`src/rtl/io_serializer.sv`:
```
// io_serializer: 8-bit parallel-to-serial UART-style transmitter with optional Gray->binary
//   conversion at load. Frame = start(0), 8 data bits LSB first, [even parity], stop(1).
// Latency: txd drives the start bit the cycle after the load edge; done pulses
//   10*CLKS_PER_BIT cycles after the load edge (11*CLKS_PER_BIT with parity).
// Backpressure: none; ld is only honoured in IDLE (including the done cycle) and ignored otherwise.
// Ports: clk (clock), rs (sync active-high reset), din[7:0] (word), ld (load request),
//   g2b (treat din as Gray code), txd (serial out, idle high), busy (frame active),
//   done (one-cycle completion pulse).
// Build option: define IO_SERIALIZER_PARITY_EN to insert an even-parity bit before stop.
module io_serializer #(
  parameter int CLKS_PER_BIT = 4
) (
  input  logic       clk,
  input  logic       rs,
  input  logic [7:0] din,
  input  logic       ld,
  input  logic       g2b,
  output logic       txd,
  output logic       busy,
  output logic       done
);

  localparam logic [7:0] LP_LAST = 8'(CLKS_PER_BIT - 1);

`ifdef IO_SERIALIZER_PARITY_EN
  typedef enum logic [2:0] {S_IDLE, S_START, S_DATA, S_PARITY, S_STOP} state_t;
`else
  typedef enum logic [2:0] {S_IDLE, S_START, S_DATA, S_STOP} state_t;
`endif

  state_t     r_state, w_state;
  logic [7:0] r_baud,  w_baud;
  logic [2:0] r_bit,   w_bit;
  logic [7:0] r_shift, w_shift;
  logic       r_txd,   w_txd;
  logic       r_busy,  w_busy;
  logic       r_done,  w_done;
  logic [7:0] w_bin;
  logic [7:0] w_word;
  logic       w_last;

  // Gray -> binary: each binary bit is the XOR of all Gray bits at or above it.
  always_comb begin
    w_bin = 8'h00;
    for (int i = 0; i < 8; i++) begin
      w_bin[i] = ^(din >> i);
    end
  end

  assign w_word = g2b ? w_bin : din;
  assign w_last = (r_baud == LP_LAST);

  // The shift register rotates rather than shifts, so after eight data bits it holds
  // the captured word again and parity can be taken straight from it.
  always_comb begin
    w_state = r_state;
    w_baud  = r_baud + 8'd1;
    w_bit   = r_bit;
    w_shift = r_shift;
    w_txd   = 1'b1;
    w_busy  = 1'b1;
    w_done  = 1'b0;
    case (r_state)
      S_IDLE: begin
        w_baud = 8'd0;
        w_busy = 1'b0;
        if (ld) begin
          w_state = S_START;
          w_shift = w_word;
          w_txd   = 1'b0;
          w_busy  = 1'b1;
        end
      end
      S_START: begin
        w_txd = 1'b0;
        if (w_last) begin
          w_state = S_DATA;
          w_baud  = 8'd0;
          w_txd   = r_shift[0];
        end
      end
      S_DATA: begin
        w_txd = r_shift[0];
        if (w_last) begin
          w_baud  = 8'd0;
          w_bit   = r_bit + 3'd1;
          w_shift = {r_shift[0], r_shift[7:1]};
          w_txd   = r_shift[1];
          if (r_bit == 3'd7) begin
`ifdef IO_SERIALIZER_PARITY_EN
            w_state = S_PARITY;
            w_txd   = ^r_shift;
`else
            w_state = S_STOP;
            w_txd   = 1'b1;
`endif
          end
        end
      end
`ifdef IO_SERIALIZER_PARITY_EN
      S_PARITY: begin
        w_txd = ^r_shift;
        if (w_last) begin
          w_state = S_STOP;
          w_baud  = 8'd0;
          w_txd   = 1'b1;
        end
      end
`endif
      S_STOP: begin
        w_txd = 1'b1;
        if (w_last) begin
          w_state = S_IDLE;
          w_baud  = 8'd0;
          w_busy  = 1'b0;
          w_done  = 1'b1;
        end
      end
      default: begin
        w_state = S_IDLE;
        w_baud  = 8'd0;
        w_busy  = 1'b0;
      end
    endcase
  end

  always_ff @(posedge clk) begin
    if (rs) begin
      r_state <= S_IDLE;
      r_baud  <= 8'd0;
      r_bit   <= 3'd0;
      r_shift <= 8'h00;
      r_txd   <= 1'b1;
      r_busy  <= 1'b0;
      r_done  <= 1'b0;
    end else begin
      r_state <= w_state;
      r_baud  <= w_baud;
      r_bit   <= w_bit;
      r_shift <= w_shift;
      r_txd   <= w_txd;
      r_busy  <= w_busy;
      r_done  <= w_done;
    end
  end

  assign txd  = r_txd;
  assign busy = r_busy;
  assign done = r_done;

endmodule

```
`config.mk`:
```
export PLATFORM = sky130hd
export DESIGN_NAME = io_serializer
export DESIGN_NICKNAME = d
export VERILOG_FILES = /design/src/rtl/io_serializer.sv
export SDC_FILE = /design/constraint.sdc
export NUM_CORES = 1
export LEC_CHECK = 0
export ABC_CLOCK_PERIOD_IN_PS = 4400
export CELL_PAD_IN_SITES_DETAIL_PLACEMENT = 1
export CELL_PAD_IN_SITES_GLOBAL_PLACEMENT = 1
export CORE_MARGIN = 2
export CORE_UTILIZATION = 30
export CTS_BUF_LIST = sky130_fd_sc_hd__clkbuf_16
export DETAILED_ROUTE_END_ITERATION = 8
export GPL_TIMING_DRIVEN = 0
export PLACE_DENSITY = 0.57
export SETUP_SLACK_MARGIN = 0.02
export SYNTH_ARGS = -nofsm -noshare
export SYNTH_HDL_FRONTEND = slang
export SYNTH_SLANG_ARGS = --single-unit
```
`constraint.sdc`:
```
create_clock -name clk -period 4.4 [get_ports clk]
set_input_delay 0.88 -clock clk [delete_from_list [all_inputs] [get_ports clk]]
set_output_delay 0.88 -clock clk [all_outputs]
set_load 0.005 [all_outputs]
```
# ---- Yosys cells after proc, flatten, opt, wreduce, memory -nomap -nowiden
# Cells that the tools add are included.
# Widths: inputs -> output; s select.
dict set report classes {
  reduce_logical 17
  addsub 2
  muxes 19
  n_eq_ne 10
  bitwise 2
}
# op count
set op_table {}
lappend op_table {{$reduce_xor 8->1} 8}
lappend op_table {{$mux 8} 3}
lappend op_table {{$pmux 8 s2} 1}
lappend op_table {{$mux 3} 5}
lappend op_table {{$pmux 3 s4} 1}
lappend op_table {{$ne 2x2->1 const B} 5}
lappend op_table {{$add 8x1->8 const B} 1}
lappend op_table {{$eq 8x2->1 const B} 1}
lappend op_table {{$mux 1} 7}
lappend op_table {{$eq 3x2->1 const B} 2}
lappend op_table {{$pmux 1 s3} 2}
lappend op_table {{$reduce_or 3->1} 2}
lappend op_table {{$reduce_and 5->1} 1}
lappend op_table {{$reduce_or 2->1} 2}
lappend op_table {{$add 3x1->3 const B} 1}
lappend op_table {{$eq 3x1->1 const B} 1}
lappend op_table {{$eq 3x3->1 const B} 1}
lappend op_table {{$logic_not 3->1} 1}
lappend op_table {{$reduce_and 3->1} 1}
lappend op_table {{$not 1->1} 2}
lappend op_table {{$reduce_and 2->1} 1}
lappend op_table {{$reduce_bool 2->1} 1}
dict set report totals {
  in_bits 12
  register_bits 25
  out_inout_bits 3
  elab_cells 57
}

# ---- Longest topological paths before layout
# Gate-level depths: netlist of run 1.
dict set report depth {
  word_depth 4
  mapped_depth 8
  ltp_nobuf 7
}

# ---- Least setup slack after synthesis of run 1
# Ideal clock, no wire load.
dict set report synth_path {
  path_kind {in2reg}
  startpoint {in din[7]}
  endpoint {reg r_shift[1]}
  setup_ns 0.116
  path_buffers 0
  t_required_ns 4.284
  setup_slack_ns 2.152
  arrival_time_ns 2.132
  cell_stages 6
  path_cell_list {xor3_2 > xor3_2 > xnor2_1 > nor2b_1 > xor2_1 > a41o_1}
}
dict set report synth_between {
  elab_chain_cells 4
}
# item line
set synth_rtl {}
lappend synth_rtl {{start, declared} 15} ;# input logic [7:0] din,
lappend synth_rtl {{$reduce_xor 8->1} 46} ;# w_bin[i] = ^(din >> i);
lappend synth_rtl {{$mux 8} 50} ;# assign w_word = g2b ? w_bin : din;
lappend synth_rtl {{$mux 8} 67} ;# if (ld) begin
lappend synth_rtl {{$pmux 8 s2} 63} ;# case (r_state)
lappend synth_rtl {{end signal, assigned} 140} ;# r_shift <= w_shift;
lappend synth_rtl {{end, declared} 34} ;# logic [7:0] r_shift, w_shift;
# Every way passes these cells. The select of a mux whose other input is x is not followed.
# A chain may end at the register's enable or synchronous reset.

# ---- Worst setup path in the final report of run 1
# Same ends and word-level chain as after synthesis.

==> flow_summary.toml, run 1 <==
[synthesis]
synth-seq-cells = 24
synth_cell_types = 28
yosys_warnings = 0
synth_area_leader_cell = "dfxtp_1"
syn_nets = 180
synth_edf_count = 0
syn_avg_cell_area_um2 = 8.514
synth-main-ff-cell = "dfxtp_1"
synth_area_leaders = "dfxtp_1 35%, ha_1 8.3%, nor2_1 6.7%, xor2_1 6.5%, nand2_1 6.1%"
synth_commonest_cells = "24 x dfxtp_1, 24 x nor2_1, 22 x nand2_1, 12 x a21oi_1, 10 x xor2_1"
ys_seq_area_frac = 0.3549
synth_top_area_frac = 0.3549
syn_inst = 159
synth_async_sr_flop_share = 0
syn_area_um2 = 1354

[global_route]
grt_pass1_wl_um = 5609
grt_max_degree = 15
grt_usage = 0.1429
grt.overflow.total = 0
grt_pass1_vias = 1208
antenna_found_initial = 0

[timing]
fin_skew_ps = 2.531
setup_viol = 0
min_period_ps = 2661
max_slew_margin = 0.6081
tightest_slew_ps = 587.8
fmax_ghz = 0.3758
rsz0062_at_grt = "false"
finalSetupTns_ps = 0
maxSlewViolCount = 0
period_share = 0.6047
finalHoldViolCount = 0

[layout]
post-route-util = 0.3799
insertedDiodeCount = 0
layout-drive-gt1-share = 0.03977
nets = 198
syn_to_final_growth_pct = 22.18

[cts]
cts.sinks = 24
clock_latency_ps = 260
cts_tree = "yes"
cts_buffers = 3
clockRootBuffer = "clkbuf_16"
cts.path.max_buffers = 2
cts_resized = 0
hold_buffers = 0
htreeDepth = 1
post_cts_buffers = 0
clkTransAtPathRegs_ps = 60

[power_and_ir_drop]
ir_worst_vdd_mv = 0.1618
powerDensity_nw_per_um2 = 503.0
p_leak_nw = 0.6728

[floorplan]
die_w_um = 71.18
start_util = 0.3109
die_y_um = 71.18
boundaryPins = 15
dieArea_um2 = 5066
coreArea_um2 = 4354
rows = 24

[outcome]
status = "finished clean"

[drt]
dr.pass1.iters = 4
routedWlPerCell_um = 14.10
route.detailed.drc = 0
vias = 1113
ant_nets = 0
drt_wl_total_um = 3215
vias_per_cell = 4.882
first_iter_violations = 29

[placement]
globalplace.congestion = 0.7660
io_buffers = 13
hpwl_um = 2509

[job]
cap_violations = 0

[worst_setup_path]
cp_data_arrival_time_ps = 2810
crit_start = "din[7]"
critPathKind = "in -> reg"
path_max_fanout = 4
critPathRequiredTime_ps = 4550
r2r-start = "r_state[0]$_SDFFE_PP0P_"
endpoint_kind = "register"
cp-start-kind = "primary input"

[worst_hold_path]
hold_path_class = "reg -> reg"
hold_start = "r_baud[0]$_SDFF_PP0_"
critical path, stage by stage:
cell             delay (ps)
clkdlybuf4s50_1         550
xor3_2                  520
xor3_2                  260
xnor2_1                 130
nor2b_1                 140
xor2_1                   90
a41o_1                  230
flip-flops by register name, summed over array words and instances (netlist names):
signal	flops
busy	1
r_shift	8
done	1
r_baud	8
txd	1
r_bit	3
r_state	2
where the power goes:
part	internal (W)	leakage [nW]	total [W]	switching [W]
Combinational	0.000125	0.426	0.000289	0.000164
Sequential	0.000257	0.196	0.000283	0.0000256
Clock	0.000181	0.0511	0.000260	0.0000791
layer usage:
layer	share of wire	wire length, um	vias to the layer above	global-route usage
met1	0.44	1429	532	0.1653
met4	0.018	57	0	0.06709
li1	-	-	562	-
met5	0	0	-	0
met2	0.52	1661	15	0.2562
met3	0.021	66	4	0.02137
stage by stage:
stage          hold WS (ps)  setup WS, ps  total power [W]  cells  cell area (um^2)
6_report              460.4          1739        0.0008319    228              1654
4_1_cts               465.3          1716        0.0008457    228              1654
3_3_place_gp          442.8          1452        0.0005635    224              1549
2_1_floorplan         426.0          2152        0.0004868    159              1354
5_1_grt               500.6          1640        0.0008947    228              1654
3_5_place_dp          450.0          1446        0.0005760    224              1549
final timing paths:
path | to | depth (start not counted) | slack, ps
worst max-delay path | r_shift[1]$_SDFFE_PP0P_ | 7 | 1740
worst min-delay path | r_baud[0]$_SDFF_PP0_ | 1 | 460
worst max register to register | r_state[0]$_SDFFE_PP0P_ | 8 | 2080
worst min register to register | r_baud[0]$_SDFF_PP0_ | 1 | 460
cell type report:
cell class	instances	area (um^2)
Sequential cell	24	480.5
Buffer	6	22.52
Fill cell	509	2700
Tap cell	52	65.06
Clock inverter	1	30.03
Inverter	7	26.28
Timing Repair Buffer	13	130.1
Clock buffer	3	75.07
Multi-Input combinational cell	122	824.5
logic make-up (layout without fill, tap and decap cells):
| kind of cell | Yosys count | in the layout | share of synthesized area |
|---|---|---|---|
| AOI/OAI and AO/OA | 24 | 24 | 0.1072 |
| xor gates and xnor gates | 21 | 21 | 0.1802 |
| adders and majority gates | 9 | 9 | 0.08318 |
| buffers and inverters | 13 | 30 | 0.03605 |
| DFF | 24 | 24 | 0.3549 |
| muxes | 5 | 5 | 0.03697 |
| and+or+nand+nor | 63 | 63 | 0.2015 |
cell usage in the layout (no fill, tap or decap), types with 6 or more instances in the layout:
cell type / count
nor2_1: 24
xnor2_1: 7
xor2_1: 10
nand3_1: 6
nand2_1: 22
inv_1: 7
clkdlybuf4s50_1: 13
a21oi_1: 12
ha_1: 9
dfxtp_1: 24
Note: power is estimated with default switching activity, not from simulation.
==> run 2: changes to the inputs <==
ABC_CLOCK_PERIOD_IN_PS = 2230   (was 4400)
PLACE_DENSITY = 0.59   (was 0.57)
clock period = 2.23 ns   (was 4.4 ns; I/O delays follow)
==> flow_summary.toml, run 2 (synthesized netlist as in run 1, its figures left out) <==
[outcome]
status = "finished clean"

[worst_setup_path]
critPathKind = "in -> reg"
crit_chain = "clkdlybuf4s50_1 > xor3_2 > xor3_2 > xnor2_1 > nor2b_1 > xor2_1 > a41o_1"
crit_top_cell = "xor3_2"
endpoint = "r_shift[1]$_SDFFE_PP0P_"
cp_data_arrival_time_ps = 2150
r2r_setup_slack_ps = 240
r2r-end = "r_state[1]$_SDFFE_PP0P_"
r2r-start = "r_state[0]$_SDFFE_PP0P_"
endpoint_kind = "register"
critPathMaxStageDelay_ps = 500
cp-start-kind = "primary input"
crit_start = "din[5]"
critPathRequiredTime_ps = 2380
reg2reg_depth = 7
cpMaxStageDelayCell = "clkdlybuf4s50_1"
path_max_fanout = 4

[floorplan]
coreArea_um2 = 4354
boundaryPins = 15
die_w_um = 71.18
die_y_um = 71.18
rows = 24
dieArea_um2 = 5066
start_util = 0.3109

[drt]
route.met3.wl_um = 66
dr.pass1.iters = 3
first_iter_violations = 45
ant_nets = 0
vias = 1115
route.detailed.drc = 0
route.met2.wl_um = 1491
met1_length_um = 1526
highest_layer = "met4"
drt_wl_total_um = 3112
routedWlPerCell_um = 13.59
vias_per_cell = 4.869

[global_route]
grt_max_degree = 15
grt_pass1_wl_um = 5285
antenna_found_initial = 0
grt.overflow.total = 0
grt_pass1_vias = 1122
grt_usage = 0.1327

[power_and_ir_drop]
p_clk_frac = 0.306
switchingPower_w = 0.0005541
p_leak_nw = 0.7083
ir_worst_vdd_mv = 0.4241
power_frac_seq = 0.329
internal-power_w = 0.001148
pwr-share-comb = 0.364
power.share.switching = 0.3256
powerDensity_nw_per_um2 = 993.7

[layout]
post-route-util = 0.3934
nets = 199
final_area_um2 = 1713
layout_common_cells = "24 x nor2_1, 24 x dfxtp_1, 21 x nand2_1"
syn_to_final_growth_pct = 26.52
reg.largest.list = "r_baud: 8 flops, r_shift: 8 flops, r_bit: 3 flops"
insertedDiodeCount = 0
nFillCells = 526
layout-drive-gt1-share = 0.08475

[cts]
clockRootBuffer = "clkbuf_16"
htreeDepth = 1
cts.path.max_buffers = 2
clock_latency_ps = 260
cts_buffers = 3
clkTransAtPathRegs_ps = 70
cts_tree = "yes"
hold_buffers = 0
cts.sinks = 24

[timing]
setup_viol = 0
fin_skew_ps = 4.775
fmax_ghz = 0.4999
finalHoldViolCount = 0
setup_ws_ps = 229.5
rsz0062_at_grt = "false"
period_share = 0.8971
min_period_ps = 2000
holdWs_ps = 458.9
maxSlewViolCount = 0
tightest_slew_ps = 523.9
max_slew_margin = 0.6508
finalSetupTns_ps = 0

[job]
cap_violations = 0

[placement]
globalplace.congestion = 0.7354
hpwl_um = 2347
io_buffers = 13
pre_cts_slack_ps = -281.8
place_area_um2 = 1549

[worst_hold_path]
hold_path_class = "reg -> reg"
-- run 2: changes by cell type in the layout (fill, tap and decap cells not counted), sizes merged --
cell           previous run  this run
clkbuf                    8         7
clkdlybuf4s50            13        11
buf                       1         3
dlymetal6s2s              0         2
-- run 2: critical path, delay by kind of cell --
family	cells	cell delay, ps
xor gates and xnor gates	4	900
AOI/OAI and AO/OA	1	230
and+or+nand+nor	1	70
buffers and inverters	1	500
-- run 2: area by class of cell --
cell class / count / area (um^2) / area share
Sequential cell: 24 / 480.5 / 0.2805
Inverter: 7 / 26.28 / 0.01534
Tap cell: 52 / 65.06 / 0.03798
Clock buffer: 3 / 75.07 / 0.04383
Multi-Input combinational cell: 122 / 865.8 / 0.5055
Buffer: 5 / 20.02 / 0.01169
Clock inverter: 1 / 30.03 / 0.01753
Timing Repair Buffer: 15 / 150.1 / 0.08766
-- run 2: worst min path at each step --
stage | slack, ps | endpoint | cells after the start | from
after floorplan | 430 | r_baud[0]$_SDFF_PP0_ | 1 | r_baud[0]$_SDFF_PP0_
after global placement | 440 | r_baud[0]$_SDFF_PP0_ | 1 | r_baud[0]$_SDFF_PP0_
after detailed placement | 450 | r_baud[0]$_SDFF_PP0_ | 1 | r_baud[0]$_SDFF_PP0_
after CTS | 460 | r_baud[0]$_SDFF_PP0_ | 1 | r_baud[0]$_SDFF_PP0_
after global routing | 490 | r_bit[1]$_SDFFE_PP0P_ | 2 | r_bit[1]$_SDFFE_PP0P_
final | 460 | r_baud[0]$_SDFF_PP0_ | 1 | r_baud[0]$_SDFF_PP0_
-- run 2: per-layer routing --
metal,track usage,vias up
li1,-,566
met1,0.1788,538
met2,0.2099,7
met3,0.03419,4
met4,0.03774,0
met5,0,-
-- run 2: stage by stage --
stage	power (W)	instances
2_1_floorplan	0.0009605	159
3_3_place_gp	0.001108	224
3_5_place_dp	0.001129	224
4_1_cts	0.001664	228
5_1_grt	0.001818	229
6_report	0.001702	229
-- run 2: power by group through the flow --
| stage | logic, W | registers, W | clock network (W) |
|---|---|---|---|
| 3_5_place_dp | 0.000561 | 0.000569 | 0 |
| 5_1_grt | 0.000694 | 0.000571 | 0.000553 |
| 2_1_floorplan | 0.000406 | 0.000554 | 0 |
| 3_3_place_gp | 0.000545 | 0.000563 | 0 |
| 6_report | 0.000620 | 0.000560 | 0.000522 |
| 4_1_cts | 0.000567 | 0.000559 | 0.000538 |
-- run 2: timing repair --
action	4_1_cts	5_1_grt
gates cloned	0	0
endpoints found under the setup margin	1	6
gates resized for setup	0	11
setup buffers	0	2
pin swaps	1	2
